**src/rtl/magic_nor_sequencer_if.sv**
```systemverilog
// Host/ROM/crossbar bundle for magic_nor_sequencer.
// master: host side (start/abort/prog_len), ROM data return and crossbar ready.
// slave : the sequencer (ROM address, crossbar strobes and cell indices, status).
interface magic_nor_sequencer_if #(
    parameter int unsigned CELL_W = 5,
    parameter int unsigned PC_W   = 7
);
    localparam int unsigned ROM_W = 2 + 3 * CELL_W;

    logic              start;
    logic              abort;
    logic [PC_W-1:0]   prog_len;
    logic [PC_W-1:0]   rom_addr;
    logic [ROM_W-1:0]  rom_data;
    logic              xb_ready;
    logic              xb_init;
    logic              xb_eval;
    logic              xb_nor2;
    logic [CELL_W-1:0] xb_src_a;
    logic [CELL_W-1:0] xb_src_b;
    logic [CELL_W-1:0] xb_dst;
    logic              busy;
    logic              done;
    logic              err;
    logic [PC_W-1:0]   op_count;

    modport master (
        output start, abort, prog_len, rom_data, xb_ready,
        input  rom_addr, xb_init, xb_eval, xb_nor2, xb_src_a, xb_src_b, xb_dst,
               busy, done, err, op_count
    );

    modport slave (
        input  start, abort, prog_len, rom_data, xb_ready,
        output rom_addr, xb_init, xb_eval, xb_nor2, xb_src_a, xb_src_b, xb_dst,
               busy, done, err, op_count
    );
endinterface

```
**src/rtl/magic_nor_sequencer.sv**
```systemverilog
// Sequences inv1/nor2 micro-ops from a synchronous program ROM onto one ReRAM
// crossbar row as MAGIC operations: INIT (dst forced to LRS) then EVAL.
// Ports: clk, rst_n (async active-low), bus (magic_nor_sequencer_if.slave):
//   start/abort/prog_len in, rom_addr out / rom_data in, xb_ready in,
//   xb_init/xb_eval/xb_nor2/xb_src_a/xb_src_b/xb_dst out, busy/done/err/op_count out.
module magic_nor_sequencer #(
    parameter int unsigned CELL_W   = 5,
    parameter int unsigned PC_W     = 7,
    parameter int unsigned INIT_CYC = 1,
    parameter int unsigned EVAL_CYC = 2
) (
    input logic                   clk,
    input logic                   rst_n,
    magic_nor_sequencer_if.slave  bus
);
    localparam int unsigned ROM_W   = 2 + 3 * CELL_W;
    localparam int unsigned MAX_CYC = (INIT_CYC > EVAL_CYC) ? INIT_CYC : EVAL_CYC;
    localparam int unsigned CNT_W   = $clog2(MAX_CYC + 1);

    localparam logic [1:0] OP_NOP  = 2'b00;
    localparam logic [1:0] OP_NOR2 = 2'b10;
    localparam logic [1:0] OP_END  = 2'b11;

    typedef enum logic [2:0] {
        S_IDLE, S_FETCH, S_DECODE, S_INIT, S_EVAL, S_ADVANCE, S_DONE
    } state_t;

    state_t            state, state_d;
    logic [PC_W-1:0]   pc, pc_d;
    logic [PC_W-1:0]   len, len_d;
    logic [CNT_W-1:0]  cnt, cnt_d;
    logic [PC_W-1:0]   op_count, op_count_d;
    logic              err, err_d;
    logic              nor2, nor2_d;
    logic [CELL_W-1:0] src_a, src_a_d, src_b, src_b_d, dst, dst_d;
    logic              init_q, eval_q, busy_q, done_q;

    // ROM word fields: {op, src_a, src_b, dst}
    logic [1:0]        f_op;
    logic [CELL_W-1:0] f_a, f_b, f_dst;
    assign f_op  = bus.rom_data[ROM_W-1 -: 2];
    assign f_a   = bus.rom_data[3*CELL_W-1 -: CELL_W];
    assign f_b   = bus.rom_data[2*CELL_W-1 -: CELL_W];
    assign f_dst = bus.rom_data[CELL_W-1:0];

    // Next-state and datapath update
    always_comb begin
        state_d    = state;
        pc_d       = pc;
        len_d      = len;
        cnt_d      = cnt;
        op_count_d = op_count;
        err_d      = err;
        nor2_d     = nor2;
        src_a_d    = src_a;
        src_b_d    = src_b;
        dst_d      = dst;

        case (state)
            S_IDLE: begin
                if (bus.start) begin
                    len_d      = bus.prog_len;
                    op_count_d = '0;
                    err_d      = 1'b0;
                    pc_d       = '0;
                    state_d    = (bus.prog_len == '0) ? S_DONE : S_FETCH;
                end
            end
            S_FETCH: state_d = S_DECODE;
            S_DECODE: begin
                nor2_d  = (f_op == OP_NOR2);
                src_a_d = f_a;
                src_b_d = f_b;
                dst_d   = f_dst;
                cnt_d   = '0;
                if (f_op == OP_END) begin
                    state_d = S_DONE;
                end else if (f_op == OP_NOP) begin
                    state_d = S_ADVANCE;
                end else if (f_dst == f_a || (f_op == OP_NOR2 && f_dst == f_b)) begin
                    // destination overlapping a source would destroy the operand
                    err_d   = 1'b1;
                    state_d = S_DONE;
                end else begin
                    state_d = S_INIT;
                end
            end
            S_INIT: begin
                if (bus.xb_ready) begin
                    if (cnt == CNT_W'(INIT_CYC - 1)) begin
                        cnt_d   = '0;
                        state_d = S_EVAL;
                    end else begin
                        cnt_d = CNT_W'(cnt + 1'b1);
                    end
                end
            end
            S_EVAL: begin
                if (bus.xb_ready) begin
                    if (cnt == CNT_W'(EVAL_CYC - 1)) begin
                        cnt_d      = '0;
                        op_count_d = PC_W'(op_count + 1'b1);
                        state_d    = S_ADVANCE;
                    end else begin
                        cnt_d = CNT_W'(cnt + 1'b1);
                    end
                end
            end
            S_ADVANCE: begin
                pc_d    = PC_W'(pc + 1'b1);
                state_d = (pc_d == len) ? S_DONE : S_FETCH;
            end
            S_DONE:  state_d = S_IDLE;
            default: state_d = S_IDLE;
        endcase

        // abort wins over everything and leaves counters/flags untouched
        if (bus.abort) begin
            state_d    = S_IDLE;
            pc_d       = pc;
            len_d      = len;
            op_count_d = op_count;
            err_d      = err;
            cnt_d      = '0;
        end
    end

    // State, datapath and registered outputs (strobes decoded from next state)
    always_ff @(posedge clk or negedge rst_n) begin
        if (!rst_n) begin
            state    <= S_IDLE;
            pc       <= '0;
            len      <= '0;
            cnt      <= '0;
            op_count <= '0;
            err      <= 1'b0;
            nor2     <= 1'b0;
            src_a    <= '0;
            src_b    <= '0;
            dst      <= '0;
            init_q   <= 1'b0;
            eval_q   <= 1'b0;
            busy_q   <= 1'b0;
            done_q   <= 1'b0;
        end else begin
            state    <= state_d;
            pc       <= pc_d;
            len      <= len_d;
            cnt      <= cnt_d;
            op_count <= op_count_d;
            err      <= err_d;
            nor2     <= nor2_d;
            src_a    <= src_a_d;
            src_b    <= src_b_d;
            dst      <= dst_d;
            init_q   <= (state_d == S_INIT);
            eval_q   <= (state_d == S_EVAL);
            busy_q   <= (state_d != S_IDLE);
            done_q   <= (state_d == S_DONE);
        end
    end

    assign bus.rom_addr = pc;
    assign bus.xb_init  = init_q;
    assign bus.xb_eval  = eval_q;
    assign bus.xb_nor2  = nor2;
    assign bus.xb_src_a = src_a;
    assign bus.xb_src_b = src_b;
    assign bus.xb_dst   = dst;
    assign bus.busy     = busy_q;
    assign bus.done     = done_q;
    assign bus.err      = err;
    assign bus.op_count = op_count;
endmodule
```
**src/flat_wrapper.sv**
```systemverilog
// flat-port wrapper written by rule: the top's interface ports become plain ports
module magic_nor_sequencer_flat 
#(
    parameter int unsigned CELL_W   = 5,
    parameter int unsigned PC_W     = 7,
    parameter int unsigned INIT_CYC = 1,
    parameter int unsigned EVAL_CYC = 2
)
  (clk, rst_n, bus_start, bus_abort, bus_prog_len, bus_rom_data, bus_xb_ready, bus_rom_addr, bus_xb_init, bus_xb_eval, bus_xb_nor2, bus_xb_src_a, bus_xb_src_b, bus_xb_dst, bus_busy, bus_done, bus_err, bus_op_count);
  magic_nor_sequencer_if #(.CELL_W(CELL_W), .PC_W(PC_W)) bus_i ();
  input logic clk;
  input logic rst_n;
  input wire logic [$bits(bus_i.start)-1:0] bus_start;
  input wire logic [$bits(bus_i.abort)-1:0] bus_abort;
  input wire logic [$bits(bus_i.prog_len)-1:0] bus_prog_len;
  input wire logic [$bits(bus_i.rom_data)-1:0] bus_rom_data;
  input wire logic [$bits(bus_i.xb_ready)-1:0] bus_xb_ready;
  output wire logic [$bits(bus_i.rom_addr)-1:0] bus_rom_addr;
  output wire logic [$bits(bus_i.xb_init)-1:0] bus_xb_init;
  output wire logic [$bits(bus_i.xb_eval)-1:0] bus_xb_eval;
  output wire logic [$bits(bus_i.xb_nor2)-1:0] bus_xb_nor2;
  output wire logic [$bits(bus_i.xb_src_a)-1:0] bus_xb_src_a;
  output wire logic [$bits(bus_i.xb_src_b)-1:0] bus_xb_src_b;
  output wire logic [$bits(bus_i.xb_dst)-1:0] bus_xb_dst;
  output wire logic [$bits(bus_i.busy)-1:0] bus_busy;
  output wire logic [$bits(bus_i.done)-1:0] bus_done;
  output wire logic [$bits(bus_i.err)-1:0] bus_err;
  output wire logic [$bits(bus_i.op_count)-1:0] bus_op_count;
  assign bus_i.start = bus_start;
  assign bus_i.abort = bus_abort;
  assign bus_i.prog_len = bus_prog_len;
  assign bus_i.rom_data = bus_rom_data;
  assign bus_i.xb_ready = bus_xb_ready;
  assign bus_rom_addr = bus_i.rom_addr;
  assign bus_xb_init = bus_i.xb_init;
  assign bus_xb_eval = bus_i.xb_eval;
  assign bus_xb_nor2 = bus_i.xb_nor2;
  assign bus_xb_src_a = bus_i.xb_src_a;
  assign bus_xb_src_b = bus_i.xb_src_b;
  assign bus_xb_dst = bus_i.xb_dst;
  assign bus_busy = bus_i.busy;
  assign bus_done = bus_i.done;
  assign bus_err = bus_i.err;
  assign bus_op_count = bus_i.op_count;
  magic_nor_sequencer #(.CELL_W(CELL_W), .PC_W(PC_W), .INIT_CYC(INIT_CYC), .EVAL_CYC(EVAL_CYC)) u_core (.clk(clk), .rst_n(rst_n), .bus(bus_i));
endmodule
```
**config.mk**
```make
export PLATFORM = sky130hd
export DESIGN_NAME = magic_nor_sequencer_flat
export DESIGN_NICKNAME = d
export VERILOG_FILES = /design/src/rtl/magic_nor_sequencer_if.sv /design/src/rtl/magic_nor_sequencer.sv /design/src/flat_wrapper.sv
export SDC_FILE = /design/constraint.sdc
export NUM_CORES = 1
export LEC_CHECK = 0
export CORE_ASPECT_RATIO = 0.8
export CORE_MARGIN = 5
export CORE_UTILIZATION = 49
export CTS_CLUSTER_SIZE = 8
export DETAILED_ROUTE_END_ITERATION = 10
export GPL_ROUTABILITY_DRIVEN = 0
export PLACE_DENSITY = 0.84
export SLEW_MARGIN = 10
export SYNTH_ARGS = -nofsm -noshare
export SYNTH_HDL_FRONTEND = slang
export SYNTH_SLANG_ARGS = --single-unit
```
**constraint.sdc**
```tcl
create_clock -name clk -period 2.6 [get_ports clk]
set_clock_uncertainty 0.2 [all_clocks]
set_input_delay 0.52 -clock clk [delete_from_list [all_inputs] [get_ports clk]]
set_output_delay 0.52 -clock clk [all_outputs]
set_load 0.01 [all_outputs]
```
==> impl_metrics.prom <==
# TYPE chip_impl_metric gauge
chip_impl_metric{name="clockBufferDepth",unit=""} 2
chip_impl_metric{name="post-route-util",unit=""} 0.679
chip_impl_metric{name="syn2layout_area_growth",unit="%"} 34.4
chip_impl_info{name="timing.setup.critical_path_class",value="reg2reg"} 1
chip_impl_metric{name="worstPathArrival",unit="ns"} 2.41
chip_impl_metric{name="leakagePower",unit="nW"} 1.41
chip_impl_metric{name="placed_wire_length_estimate",unit="µm"} 4660
chip_impl_metric{name="dieWidth",unit="µm"} 90.4
chip_impl_metric{name="core-area",unit="mm²"} 0.00501
chip_impl_metric{name="ant_cells",unit=""} 0
chip_impl_metric{name="timing.fmax",unit="MHz"} 411
chip_impl_metric{name="setup_viol_count_final",unit=""} 0
chip_impl_metric{name="die_area",unit="mm²"} 0.00671
chip_impl_metric{name="drc",unit=""} 0
chip_impl_metric{name="synth_enable_flop_cells",unit=""} 0
chip_impl_metric{name="number_of_antenna_violations_at_the_first_check_in_global_routing",unit=""} 0
chip_impl_metric{name="max_slew_margin",unit=""} 0.503
chip_impl_metric{name="timing.final.crit_share",unit=""} 0.935
chip_impl_info{name="startpoint",value="u_core.bus.rom_addr[1]"} 1
chip_impl_info{name="worstReg2RegStart",value="u_core.bus.rom_addr[1]"} 1
chip_impl_metric{name="clk-insertion-delay-late",unit="ns"} 0.30
chip_impl_metric{name="synthesis.nets",unit=""} 276
chip_impl_metric{name="boundaryPins",unit=""} 64
chip_impl_metric{name="finalHoldViolCount",unit=""} 0
chip_impl_metric{name="async_reset_ff_frac",unit=""} 1.00
chip_impl_metric{name="fin_hold_ws",unit="ns"} 0.0772
chip_impl_metric{name="routedWlPerCell",unit="µm"} 15.9
chip_impl_info{name="start_kind",value="flop"} 1
chip_impl_metric{name="clk_pin_slew_worst_paths",unit="ns"} 0.09
chip_impl_info{name="worst_setup_path_end_kind",value="flop"} 1
chip_impl_metric{name="post-cts-setup-buffers",unit=""} 0
chip_impl_metric{name="largest_net_degree_at_the_start_of_global_routing",unit=""} 36
chip_impl_metric{name="synth_seq_area_share",unit=""} 0.465
chip_impl_info{name="root_buffer_master",value="sky130_fd_sc_hd__clkbuf_8"} 1
chip_impl_info{name="critical_path.endpoint",value="u_core.bus.xb_init"} 1
chip_impl_metric{name="critPathMaxFanout",unit=""} 5
chip_impl_metric{name="place_inst",unit=""} 376
chip_impl_metric{name="cts_hold_buffers",unit=""} 0
chip_impl_metric{name="synth_cell_type_count",unit=""} 45
chip_impl_info{name="synth-main-ff-cell",value="sky130_fd_sc_hd__dfrtp_1"} 1
chip_impl_metric{name="ys.warnings.count",unit=""} 0
chip_impl_metric{name="post_cts.resized_instances",unit=""} 0
chip_impl_metric{name="routed_via_density",unit=""} 5.57
chip_impl_metric{name="postSynthAreaPerCell",unit="µm²"} 10.5
chip_impl_info{name="setup_repair_after_global_routing_missed_its_margin",value="false"} 1
chip_impl_metric{name="tightestPinTransition",unit="ns"} 0.746
chip_impl_metric{name="routed_wl",unit="µm"} 6090
chip_impl_info{name="cts_tree",value="done"} 1
chip_impl_metric{name="placement_stage_cell_area",unit="mm²"} 0.00330
chip_impl_metric{name="syn_area",unit="mm²"} 0.00253
chip_impl_metric{name="grt_overflow_total",unit=""} 0
chip_impl_metric{name="cap_viol_max_count",unit=""} 0
chip_impl_metric{name="drt_iter0_drc",unit=""} 153
chip_impl_metric{name="grt_util_all_layers",unit=""} 0.192
chip_impl_metric{name="final_max_slew_viol_count",unit=""} 0
chip_impl_metric{name="clock_sink_count",unit=""} 47
chip_impl_metric{name="reg2reg_depth",unit=""} 7
chip_impl_metric{name="first_pass_grt_wire_length",unit="µm"} 10300
chip_impl_metric{name="ir_drop",unit="V"} 0.000548
chip_impl_metric{name="die-height",unit="µm"} 74.3
chip_impl_info{name="status",value="complete, no violations"} 1
chip_impl_metric{name="port_buffers",unit=""} 63
chip_impl_metric{name="ys_ff_latch",unit=""} 47
chip_impl_metric{name="ctsHtreeMaxLevel",unit=""} 2
chip_impl_metric{name="worstPathRequired",unit="ns"} 2.58
chip_impl_metric{name="floorplan.initialDensity",unit=""} 0.505
chip_impl_metric{name="layout.cell_area.non_filler",unit="mm²"} 0.00340
chip_impl_metric{name="tritoncts.num_buffers",unit=""} 5
chip_impl_metric{name="power_per_cell_area",unit="mW/mm²"} 735
chip_impl_metric{name="synthCells",unit=""} 242
chip_impl_info{name="r2r-end",value="u_core.bus.xb_init"} 1
chip_impl_metric{name="stdcell_count",unit=""} 383
chip_impl_metric{name="detailroute.via_count",unit=""} 2133
chip_impl_metric{name="antenna_violating_nets_post_route",unit=""} 0
chip_impl_metric{name="drt_pre_antenna_iters",unit=""} 4
chip_impl_metric{name="layout_min_cycle_time",unit="ns"} 2.43
chip_impl_metric{name="rrSetupSlack",unit="ns"} 0.17
chip_impl_metric{name="timing.setup.tns",unit="ns"} 0
chip_impl_metric{name="num-nets-final",unit=""} 355
chip_impl_metric{name="drive_above_1_share",unit=""} 0.162
chip_impl_info{name="hold_class",value="in2async"} 1
chip_impl_metric{name="placement_rows",unit=""} 23
chip_impl_metric{name="grt_pass1_vias",unit=""} 2159
-- report_power, final --
group | internal, mW | total [mW] | switching (mW)
clock network | 0.282 | 0.515 | 0.233
registers | 0.921 | 1.06 | 0.140
logic | 0.537 | 0.923 | 0.386
total | 1.74 | 2.50 | 0.759
-- flip-flops by register name, summed over array words and instances, names as in the netlist, 2 cells and up --
signal and cells:
u_core.cnt 2, u_core.len 7, u_core.state 3, u_core.bus.xb_dst 5, u_core.bus.op_count 7, u_core.bus.rom_addr 7, u_core.bus.xb_src_a 5, u_core.bus.xb_src_b 5
-- routing by layer --
layer / wire [µm] / share of wire / track usage / up-vias
met5: 0 / 0 / 0 / -
met4: 111 / 0.018 / 0.0645 / 0
met3: 443 / 0.073 / 0.0536 / 12
met2: 2830 / 0.46 / 0.301 / 85
met1: 2710 / 0.44 / 0.261 / 1016
li1: - / - / - / 1020
-- layout make-up --
cell class	count	area, µm²
Timing Repair Buffer	80	753
Tap cell	62	77.6
Sequential cell	47	1180
Inverter	6	22.5
Multi-Input combinational cell	181	1270
Clock buffer	6	72.6
Fill cell	387	1610
Clock inverter	1	30.0
-- worst max-delay path: stages (launching register included) --
cell and delay, ns:
sky130_fd_sc_hd__dfrtp_1 0.41, sky130_fd_sc_hd__ha_1 0.21, sky130_fd_sc_hd__nand4_2 0.14, sky130_fd_sc_hd__or3_4 0.41, sky130_fd_sc_hd__a2111oi_4 0.38, sky130_fd_sc_hd__o311ai_2 0.22
sky130_fd_sc_hd__a21oi_1 0.24, sky130_fd_sc_hd__nor2_1 0.08
-- cells by family (layout without fill, tap and decap cells) --
group / count (synthesis) / in the layout / synth area share
DFF: 47 / 47 / 0.465
muxes: 24 / 24 / 0.106
and+or+nand+nor: 84 / 84 / 0.167
adders and majority gates: 5 / 5 / 0.0247
xor gates and xnor gates: 22 / 22 / 0.0761
AOI/OAI and AO/OA: 46 / 46 / 0.128
buffers and inverters: 14 / 93 / 0.0341
-- cell usage in the layout (no fill, tap or decap), types with 6 or more instances in the layout --
master,n
sky130_fd_sc_hd__buf_4,17
sky130_fd_sc_hd__or3_1,7
sky130_fd_sc_hd__nor2_1,20
sky130_fd_sc_hd__dfrtp_1,47
sky130_fd_sc_hd__nand3_1,10
sky130_fd_sc_hd__inv_1,6
sky130_fd_sc_hd__xnor2_1,17
sky130_fd_sc_hd__clkdlybuf4s50_1,62
sky130_fd_sc_hd__mux2_2,23
sky130_fd_sc_hd__a21oi_1,9
sky130_fd_sc_hd__o21ai_0,13
sky130_fd_sc_hd__nand2_1,21
-- stage by stage --
step / worst slack, ns / total power, mW
after floorplan: 0.227 / 1.53
after global placement: -0.0388 / 1.96
after detailed placement: -0.103 / 2.00
after CTS: 0.161 / 2.52
after global routing: 0.0308 / 2.65
final: 0.169 / 2.50
-- synth_stat cells, drive strengths merged, types with 2 or more instances --
cell type | n | area [µm²]
a211oi | 3 | 22.5
a21oi | 9 | 45.0
a221oi | 2 | 17.5
a22oi | 2 | 15.0
a31oi | 3 | 18.8
and3 | 2 | 12.5
buf | 4 | 38.8
clkbuf | 4 | 25.0
dfrtp | 47 | 1180
ha | 5 | 62.6
inv | 6 | 22.5
mux2 | 23 | 259
nand2 | 21 | 78.8
nand2b | 4 | 25.0
nand3 | 10 | 50.1
nand4 | 3 | 25.0
nor2 | 20 | 75.1
nor2b | 4 | 25.0
nor3 | 5 | 25.0
nor3b | 2 | 15.0
nor4 | 2 | 12.5
o21a | 3 | 22.5
o21ai | 14 | 70.1
or3 | 8 | 55.1
xnor2 | 17 | 149
xor2 | 5 | 43.8
-- how the worst min path moves through the flow --
stage	from	to	slack, ns	cells past startpoint
2_1_floorplan	rst_n	u_core.bus.busy	0.02	0
3_3_place_gp	u_core.bus.xb_src_a[1]	u_core.bus.xb_src_a[1]	0.29	1
3_5_place_dp	u_core.bus.xb_src_b[4]	u_core.bus.xb_src_b[4]	0.30	1
4_1_cts	rst_n	u_core.bus.xb_src_b[4]	0.11	1
5_1_grt	rst_n	u_core.bus.xb_src_b[4]	0.15	1
6_report	rst_n	u_core.bus.xb_src_b[4]	0.08	1
Power figures use the tool's default switching activity.
